### config.mk
export PLATFORM = sky130hd
export DESIGN_NAME = find_multi_points_param
export DESIGN_NICKNAME = d
export VERILOG_FILES = /design/src/rtl/find_multi_points_param.sv
export SDC_FILE = /design/constraint.sdc
export NUM_CORES = 2
export LEC_CHECK = 0
export BUFFER_PORTS_ARGS = -buffer_cell sky130_fd_sc_hd__buf_2
export CORE_MARGIN = 1.5
export CORE_UTILIZATION = 45
export DETAILED_ROUTE_END_ITERATION = 8
export SLEW_MARGIN = 20
export SYNTH_ARGS = -nofsm -noshare
export SYNTH_HDL_FRONTEND = slang
export SYNTH_SLANG_ARGS = --single-unit
### constraint.sdc
create_clock -name CLK -period 11.1 [get_ports CLK]
set_input_delay 1.11 -clock CLK [delete_from_list [all_inputs] [get_ports CLK]]
set_output_delay 1.11 -clock CLK [all_outputs]
set_load 0.02 [all_outputs]
### src/rtl/find_multi_points_param.sv
// Streaming multi-blob centroid finder: clusters foreground pixels into N_POINTS
// bounding-box slots per frame, then divides each slot's sums by its pixel count.
module find_multi_points_param #(
  parameter int N_POINTS   = 4,
  parameter int CW         = 16,
  parameter int CNT_W      = 20,
  parameter int MERGE_DIST = 2,
  parameter int MIN_PIXELS = 1,
  localparam int SUM_W     = CW + CNT_W
) (
  input  logic                   CLK,
  input  logic                   RESET_N,
  input  logic                   VGA_HS,
  input  logic                   VGA_VS,
  input  logic                   BINARY_FLAG,
  input  logic [CW-1:0]          H_CNT,
  input  logic [CW-1:0]          V_CNT,
  output logic [N_POINTS*CW-1:0] o_POINTS_H,
  output logic [N_POINTS*CW-1:0] o_POINTS_V,
  output logic [3:0]             o_POINTS_NUM,
  output logic                   o_OVERFLOW,
  output logic                   o_FRAME_DONE,
  output logic                   o_BUSY
);

  localparam int IDX_W  = (N_POINTS > 1) ? $clog2(N_POINTS) : 1;
  localparam int STEP_W = $clog2(SUM_W + 1);
  localparam int CWX    = CW + 1;

  typedef enum logic [1:0] {S_IDLE, S_ACCUM, S_DIVIDE, S_PUBLISH} state_t;

  typedef struct packed {
    logic             used;
    logic [CW-1:0]    min_h;
    logic [CW-1:0]    max_h;
    logic [CW-1:0]    max_v;
    logic [SUM_W-1:0] sum_h;
    logic [SUM_W-1:0] sum_v;
    logic [CNT_W-1:0] cnt;
  } slot_t;

  typedef struct packed {
    logic [CNT_W-1:0] rem;
    logic [SUM_W-1:0] quo;
  } div_t;

  // One restoring-division step: dividend bits shift out of quo's MSB while
  // quotient bits shift into its LSB, so after SUM_W steps quo is the quotient.
  function automatic div_t restore_step(input logic [CNT_W-1:0] rem,
                                        input logic [SUM_W-1:0] quo,
                                        input logic [CNT_W-1:0] d);
    logic [CNT_W:0] trial;
    div_t           res;
    trial   = {rem, quo[SUM_W-1]};
    res.quo = {quo[SUM_W-2:0], 1'b0};
    if (trial >= {1'b0, d}) begin
      trial      = trial - {1'b0, d};
      res.quo[0] = 1'b1;
    end
    res.rem = trial[CNT_W-1:0];
    return res;
  endfunction

  state_t               state;
  logic                 vs_d;
  slot_t                slots [N_POINTS];
  logic                 ovf_acc;
  logic [IDX_W-1:0]     div_idx;
  logic                 div_run;
  logic [STEP_W-1:0]    step_cnt;
  logic [CNT_W-1:0]     rem_h, rem_v;
  logic [SUM_W-1:0]     quo_h, quo_v;
  logic [N_POINTS*CW-1:0] shadow_h, shadow_v;
  logic [3:0]           valid_cnt;

  logic vs_rise, vs_fall, pix_q;
  assign vs_rise = VGA_VS & ~vs_d;
  assign vs_fall = ~VGA_VS & vs_d;
  assign pix_q   = BINARY_FLAG & VGA_HS & VGA_VS;

  // Per-slot match window, free flag and publish eligibility.
  logic [N_POINTS-1:0] hit, free_s, slot_ok;

  for (genvar k = 0; k < N_POINTS; k++) begin : g_match
    logic [CW:0] lo, hi, vlim;
    assign lo   = (slots[k].min_h >= CW'(MERGE_DIST))
                  ? {1'b0, slots[k].min_h - CW'(MERGE_DIST)} : '0;
    assign hi   = {1'b0, slots[k].max_h} + CWX'(MERGE_DIST);
    assign vlim = {1'b0, slots[k].max_v} + CWX'(MERGE_DIST);
    assign hit[k] = slots[k].used && ({1'b0, H_CNT} >= lo) &&
                    ({1'b0, H_CNT} <= hi) && ({1'b0, V_CNT} <= vlim);
    assign free_s[k]  = ~slots[k].used;
    assign slot_ok[k] = slots[k].used && (slots[k].cnt >= CNT_W'(MIN_PIXELS));
  end

  logic [IDX_W-1:0] hit_idx, free_idx;
  slot_t            merged, fresh;

  // NOTE: every variable driven here gets a default first, so no path leaves it
  // unassigned and no latch is inferred.
  always_comb begin
    hit_idx  = '0;
    free_idx = '0;
    for (int k = N_POINTS - 1; k >= 0; k--) begin
      if (hit[k])    hit_idx  = IDX_W'(k);
      if (free_s[k]) free_idx = IDX_W'(k);
    end

    merged = slots[hit_idx];
    if (H_CNT < merged.min_h) merged.min_h = H_CNT;
    if (H_CNT > merged.max_h) merged.max_h = H_CNT;
    if (V_CNT > merged.max_v) merged.max_v = V_CNT;
    // Once the count saturates the sums freeze, so the centroid stays meaningful.
    if (merged.cnt != '1) begin
      merged.cnt   = merged.cnt + 1'b1;
      merged.sum_h = merged.sum_h + SUM_W'(H_CNT);
      merged.sum_v = merged.sum_v + SUM_W'(V_CNT);
    end

    fresh       = '0;
    fresh.used  = 1'b1;
    fresh.min_h = H_CNT;
    fresh.max_h = H_CNT;
    fresh.max_v = V_CNT;
    fresh.sum_h = SUM_W'(H_CNT);
    fresh.sum_v = SUM_W'(V_CNT);
    fresh.cnt   = CNT_W'(1);
  end

  // Divider datapath: the first cycle of a slot seeds from its sums directly.
  slot_t cur;
  div_t  nxt_h, nxt_v;
  assign cur   = slots[div_idx];
  assign nxt_h = restore_step(div_run ? rem_h : '0, div_run ? quo_h : cur.sum_h, cur.cnt);
  assign nxt_v = restore_step(div_run ? rem_v : '0, div_run ? quo_v : cur.sum_v, cur.cnt);

  logic last_idx;
  assign last_idx = (div_idx == IDX_W'(N_POINTS - 1));

  // NOTE: all state here uses non-blocking assignments so every register
  // samples pre-edge values, matching the hardware it describes.
  always_ff @(posedge CLK or negedge RESET_N) begin
    if (!RESET_N) begin
      state <= S_IDLE;
      // vs_d resets high: a frame already in progress at reset release is not
      // mistaken for a rising edge and is skipped until the next real one.
      vs_d  <= 1'b1;
      // NOTE: the slot array is small register state, so it is reset explicitly
      // rather than left to power-up values like a RAM would be.
      for (int k = 0; k < N_POINTS; k++) slots[k] <= '0;
      ovf_acc      <= 1'b0;
      div_idx      <= '0;
      div_run      <= 1'b0;
      step_cnt     <= '0;
      rem_h        <= '0;
      rem_v        <= '0;
      quo_h        <= '0;
      quo_v        <= '0;
      shadow_h     <= '0;
      shadow_v     <= '0;
      valid_cnt    <= '0;
      o_POINTS_H   <= '0;
      o_POINTS_V   <= '0;
      o_POINTS_NUM <= '0;
      o_OVERFLOW   <= 1'b0;
      o_FRAME_DONE <= 1'b0;
      o_BUSY       <= 1'b0;
    end else begin
      vs_d         <= VGA_VS;
      o_FRAME_DONE <= 1'b0;
      case (state)
        S_IDLE: begin
          if (vs_rise) begin
            for (int k = 0; k < N_POINTS; k++) slots[k] <= '0;
            ovf_acc <= 1'b0;
            state   <= S_ACCUM;
            o_BUSY  <= 1'b1;
          end
        end

        S_ACCUM: begin
          if (vs_fall) begin
            state     <= S_DIVIDE;
            div_idx   <= '0;
            div_run   <= 1'b0;
            step_cnt  <= '0;
            shadow_h  <= '0;
            shadow_v  <= '0;
            valid_cnt <= '0;
          end else if (pix_q) begin
            if (|hit)         slots[hit_idx]  <= merged;
            else if (|free_s) slots[free_idx] <= fresh;
            else              ovf_acc         <= 1'b1;
          end
        end

        S_DIVIDE: begin
          if (!div_run && !slot_ok[div_idx]) begin
            if (last_idx) state <= S_PUBLISH;
            else          div_idx <= div_idx + 1'b1;
          end else begin
            rem_h <= nxt_h.rem;
            quo_h <= nxt_h.quo;
            rem_v <= nxt_v.rem;
            quo_v <= nxt_v.quo;
            if (!div_run) begin
              div_run  <= 1'b1;
              step_cnt <= STEP_W'(1);
            end else if (step_cnt == STEP_W'(SUM_W - 1)) begin
              shadow_h[int'(valid_cnt)*CW +: CW] <= nxt_h.quo[CW-1:0];
              shadow_v[int'(valid_cnt)*CW +: CW] <= nxt_v.quo[CW-1:0];
              valid_cnt <= valid_cnt + 1'b1;
              div_run   <= 1'b0;
              step_cnt  <= '0;
              if (last_idx) state <= S_PUBLISH;
              else          div_idx <= div_idx + 1'b1;
            end else begin
              step_cnt <= step_cnt + 1'b1;
            end
          end
        end

        S_PUBLISH: begin
          o_POINTS_H   <= shadow_h;
          o_POINTS_V   <= shadow_v;
          o_POINTS_NUM <= valid_cnt;
          o_OVERFLOW   <= ovf_acc;
          o_FRAME_DONE <= 1'b1;
          o_BUSY       <= 1'b0;
          state        <= S_IDLE;
        end

        default: state <= S_IDLE;
      endcase
    end
  end

endmodule

## After elaboration in Yosys (flattened, before gate mapping)

Index checks and enable logic that the tools add are counted.
Widths: inputs -> output; s select.

- Shifts and indexed selects: 3
- Bitwise operators: 14
- Reductions and logical operators: 35
- Equality and inequality tests: 18
- Add/sub/neg operators: 21
- Muxes and demuxes: 92
- Order comparisons: 31

Operator list:

| kind | number |
|---|---|
| $mux 564 | 5 |
| $bwmux 564 | 2 |
| $pmux 564 s2 | 1 |
| $bmux 141 s2 | 2 |
| $demux 141 s2 | 2 |
| $mux 141 | 4 |
| $mux 64 | 7 |
| $mux 92 | 3 |
| $pmux 64 s2 | 2 |
| $add 16x2->17 const B | 8 |
| $le 16x17->1 | 8 |
| $bwmux 64 | 2 |
| $shiftx 16x33->64 | 2 |
| $mux 16 | 7 |
| $ge 20x1->1 const B | 4 |
| $mux 20 | 4 |
| $add 36x16->36 | 2 |
| $mux 36 | 2 |
| $ge 16x16->1 | 4 |
| $ge 16x2->1 const B | 4 |
| $shift 16x33->64 const A | 1 |
| $sub 16x2->16 const B | 4 |
| $ge 21x20->1 | 2 |
| $sub 20x20->20 | 2 |
| 39 further kinds | 130 |

- Input port bits: 37
- Flip-flop bits (word level): 956

## Logic depth before layout (Yosys ltp)

- Depth after elaboration: 21
- Depth in mapped cells: 40
- Gate-level depth less buffers: 35

## Worst setup path after synthesis

No wires, ideal clock.

- Kind: flip-flop to flip-flop
- Start point: register slots[549] (netlist bit)
- End point: register slots[561] (netlist bit)
- Path buffers: 8
- Data arrival time: 7864 ps
- Period minus slack after synthesis: 7990 ps
- Stages on the path, launching flop included: 37
- Setup time: 126 ps
- Data required time: 10974 ps
- Setup slack: 3110 ps
- Cell sequence: dfrtp_1 > nor3_1 > nand2_1 > or3_1 > or3_1 > or3_1 > clkbuf_1 > nand2_1 > ha_1 > a211o_1 > a21oi_1 > o21ai_0 > a2111o_1 > and2_1 > buf_4 > nor2_1 > clkbuf_1 > nand2_1 > clkbuf_1 > buf_2 > buf_1 > o221ai_1 > ha_1 > a21o_1 > a21o_1 > a21oi_1 > nor2b_1 > o21ai_0 > nand2b_1 > a21o_1 > a221o_1 > o41ai_2 > or3_1 > clkbuf_1 > buf_2 > nor2_1 > a221o_1

- Cells in the longest elaborated chain, start to end: 18
- Elaborated cells on any way between the ends: 27
- Classes of those cells: 1 x add/sub; 5 x order compare; 1 x eq/ne; 13 x mux; 1 x bitwise; 6 x reduce/logical

RTL lines:

| element | RTL line | text |
|---|---|---|
| start: declaration | 66 | `slot_t slots [N_POINTS];` |
| start signal: indexed assignment | 191 | `if (\|hit) slots[hit_idx] <= merged;` |
| start signal: indexed assignment | 192 | `else if (\|free_s) slots[free_idx] <= fresh;` |
| $sub 16x2->16 or $ge 16x2->1 (tied branches) | 87, 86 |  |
| $mux 16 | 87 | `? {1'b0, slots[k].min_h - CW'(MERGE_DIST)} : '0;` |
| $ge 16x16->1 | 90 | `assign hit[k] = slots[k].used && ({1'b0, H_CNT} >= lo) &&` |
| $logic_and 1x1->1 (2 in a row) | 90 |  |
| $logic_and 1x1->1 | 91 | `({1'b0, H_CNT} <= hi) && ({1'b0, V_CNT} <= vlim);` |
| $mux 2 | 105 | `if (hit[k]) hit_idx = IDX_W'(k);` |
| $not 2->3 (implied by the code) | 109, 191 |  |
| $bmux 141 s2 | 109 | `merged = slots[hit_idx];` |
| $mux 141 (implied by the code) (2 in a row) | 109 |  |
| $lt 16x16->1 | 110 | `if (H_CNT < merged.min_h) merged.min_h = H_CNT;` |
| $mux 16 | 110 |  |
| $bwmux 564 | 191 |  |
| $mux 564 | 191 |  |
| $mux 564 | 190 | `end else if (pix_q) begin` |
| $mux 564 | 182 | `if (vs_fall) begin` |
| $pmux 564 s2 | 171 | `case (state)` |

Several ways; a longest one is shown, not always the timed one. The select of a mux whose other input is x is not followed.
A chain may end at the register's enable or synchronous reset.

## Worst setup path after layout

- Start point: register slots[270] (netlist bit)
- End point: register slots[47] (netlist bit)

- Cells in the longest elaborated chain, start to end: 20
- Elaborated cells on any way between the ends: 30
- Classes of those cells: 2 x add/sub; 4 x order compare; 2 x eq/ne; 15 x mux; 1 x bitwise; 6 x reduce/logical

RTL lines:

| element | RTL line | text |
|---|---|---|
| $sub 16x2->16 or $ge 16x2->1 (tied branches) | 87, 86 |  |
| $mux 16 * | 87 |  |
| $ge 16x16->1 * | 90 |  |
| $logic_and 1x1->1 * (2 in a row) | 90 |  |
| $logic_and 1x1->1 * | 91 |  |
| $mux 2 (3 in a row) | 105 |  |
| $not 2->3 (implied by the code) | 109, 191 |  |
| $bmux 141 s2 | 109 |  |
| $mux 141 (implied by the code) (2 in a row) | 109 |  |
| $add 36x16->36 or $ne 20x20->1 (tied branches) | 117, 114 |  |
| $mux 92 | 114 | `if (merged.cnt != '1) begin` |
| $bwmux 564 | 191 |  |
| $mux 564 | 191 |  |
| $mux 564 | 190 |  |
| $mux 564 | 182 |  |
| $pmux 564 s2 | 171 |  |

Mark *: on every way between the ends. The rest lies on a longest branch, timed or not. The select of a mux whose other input is x is not followed.

==> flow_summary.toml <==
[status]
status = "complete, no violations"

[route]
vias = 49728
dr.pass1.iters = 6
viasPerCell = 6.39
wirelength_mm = 196
drt_iter0_markers = 5210
wire_per_inst_um = 25.1
detail-route-antenna-nets = 0
drcViolationCount = 0

[worst_setup_path]
r2r_slack_ns = 0.54
cp-end-kind = "flop"
required_ns = 11.67
crit-reg2reg-capture = "slots[47]$_DFFE_PN0P_"
startpoint_type = "flop"
path_buf_inv = 2
crit_slowest_cell = "o21ai_0"
ff2ff_path_depth = 30
cp.depth = 30
crit_arrival_ns = 11.12
cp_slowest_stage_delay_ns = 0.82
crit_top_cell = "o21ai_0"
cp_top_family = "compound AO/OA/AOI/OAI gates"
r2r_start = "slots[270]$_DFFE_PN0P_"
worstSetupPathType = "reg2reg"
cp_max_fo = 55

[final_layout]
instances_no_fill = 7788
final_common_cell = "nand2_1"
nFillCells = 11565
num-nets-final = 6429
antenna_cells = 0
area_growth_pct = 10.3
fin_area_um2 = 63200
post-route-util_pct = 50.2
final_cell_mix = "nand2_1, dfrtp_1, o21ai_0"
layout-drive-gt1-share_pct = 12.5

[placed_design]
port-buffer-count = 171
dp.cells = 7593
globalplace.congestion = 0.907
place_area_um2 = 59600
hpwl_mm = 127

[timing]
relSlewSlack_pct = 21.2
tns_ns = 0
fin_crit_sh_pct = 95.1
setup_viol = 0
tightest_slew_ns = 1.18
fmax_mhz = 94.7
min_period_ns = 10.56
hold_viol_final = 0
report.final.slew_viol_count = 0
fin_skew_ns = 0.0476
rsz0062_at_grt = "no"

[flow_run]
cap_violations = 0

[yosys]
synthFlopType = "dfrtp_1"
netlist_area_um2 = 57300
ys_warn_count = 0
synth-seq-area-share_pct = 41.7
synth_edf_count = 0
synthesis.nets = 6447
ys_types = 100
ys_seq_elements = 956
ys_async_sr_fraction_pct = 100
synthesis.instances = 6068
avgSynthCellArea_um2 = 9.45

[global_route]
grt_pass1_wl_mm = 303
grt.total_usage_pct = 29.9
grt_pass1_vias = 48485
grt_max_degree = 156
grt.overflow.total = 0
antenna_found_initial = 5

[power_and_ir_drop]
cellPowerDensity_nw_per_um2 = 241
power.share.combinational_pct = 46.5
seq_power_share_pct = 29.5
internal-power_w = 0.00855
p_total_w = 0.0153
p_leak_nw = 27.8
ir_worst_vdd_mv = 0.203
netSwitchingPower_w = 0.00671
switching_share_pct = 43.9
clkPwrFrac_pct = 24.0

[clock_network]
clock_latency_ns = 0.74
cts_buffer_depth = 3
cts_tree = "done"
cts-root-buf = "clkbuf_16"
cts_setup_buffers = 0
htree_levels = 3
clock-sinks = 956
numCtsBuffers = 104
cts_resized = 0
cts_hold_buffers = 0
path_clk_slew_ns = 0.06

[floorplanning]
row_count = 130
die_w_um = 360
core_area_um2 = 126000
start_util_pct = 45.5
pin_count = 172
die_area_um2 = 130000
die_h_um = 360

[min_path]
hold_class = "in2async"
## metrics by stage
step / worst slack, ns / hold slack [ns]
6_report: 0.543 / 0.347
5_1_grt: 0.144 / 0.393
4_1_cts: 1.05 / 0.348
3_5_place_dp: 1.14 / 0.465
3_3_place_gp: 1.26 / 0.457
2_1_floorplan: 3.11 / 0.443
## cell usage after synthesis (all sizes together), types with 59 or more instances
cell	count	area, µm²
nor3	65	335
a22o	119	1040
xor2	133	1160
ha	338	4230
dfrtp	955	23900
xnor2	108	961
a21oi	369	1890
mux2i	124	1240
clkbuf	306	1150
nand3	157	791
nor2	325	1230
buf	77	439
o21ai	606	3040
inv	123	462
nand2	996	3740
o221ai	224	1960
mux4	93	2090
nand4	59	369
o22ai	70	438
mux2	144	1620
## how the worst max path moves through the flow
stage | from | to | slack, ns
2_1_floorplan | slots[549]$_DFFE_PN0P_ | slots[561]$_DFFE_PN0P_ | 3.11
3_3_place_gp | slots[270]$_DFFE_PN0P_ | slots[47]$_DFFE_PN0P_ | 1.26
3_5_place_dp | slots[270]$_DFFE_PN0P_ | slots[47]$_DFFE_PN0P_ | 1.14
4_1_cts | slots[270]$_DFFE_PN0P_ | slots[47]$_DFFE_PN0P_ | 1.05
5_1_grt | slots[270]$_DFFE_PN0P_ | slots[47]$_DFFE_PN0P_ | 0.14
6_report | slots[270]$_DFFE_PN0P_ | slots[47]$_DFFE_PN0P_ | 0.54
## power by group through the flow
| stage | Combinational, W | Clock (W) | Sequential [W] |
|---|---|---|---|
| 2_1_floorplan | 0.00507 | 0 | 0.00433 |
| 3_3_place_gp | 0.00692 | 0 | 0.00453 |
| 3_5_place_dp | 0.00702 | 0 | 0.00454 |
| 4_1_cts | 0.00706 | 0.00371 | 0.00448 |
| 5_1_grt | 0.00790 | 0.00385 | 0.00456 |
| 6_report | 0.00710 | 0.00366 | 0.00450 |
## sequential cells by signal, summed over array words and instances, names as in the netlist
name,flops
div_idx,2
vs_d,1
ovf_acc,1
rem_v,20
o_FRAME_DONE,1
slots,564
shadow_h,64
div_run,1
state,2
step_cnt,6
o_POINTS_H,64
quo_h,36
rem_h,20
o_POINTS_V,64
o_BUSY,1
o_POINTS_NUM,4
shadow_v,64
quo_v,36
valid_cnt,4
o_OVERFLOW,1
## metal layers
metal	share of wire (%)	wire length [µm]	GRT usage, %	vias to the layer above
met5	0.023	46	0	-
met4	3.7	7340	11.6	8
met3	9.5	18500	5.67	417
met2	44	86700	45.9	2542
met1	42	83200	41.5	24539
li1	-	-	-	22222
## final cells by class
cell class              instances  area, µm²  share of cell area (%)
multi-input cells            4606      31600                    49.9
clock buffers                 141       2990                    4.73
clock inverters                53        608                   0.962
inverters                     123        462                   0.730
repair buffers                259       1610                    2.54
flip-flops and latches        956      23900                    37.9
well taps                    1650       2060                    3.27
## worst register-to-register path: cells and delay by family, from the launching register on
kind            cells  cell delay (ns)
xor+xnor            2             0.44
simple gates       10             2.93
compound gates     14             4.59
fa+ha+maj           2             0.66
buf+inv             2             1.29
flops               1             0.45
## logic make-up (layout without fill, tap and decap cells)
family          Yosys count  in the layout  synth area share (%)
simple gates           1892           1892                  14.8
compound gates         1770           1770                  20.1
flops                   956            956                  41.7
buf+inv                 506            576                  3.58
mux                     361            361                  8.65
fa+ha+maj               342            342                  7.52
xor+xnor                241            241                  3.71
(Power assumes the default switching activity.)
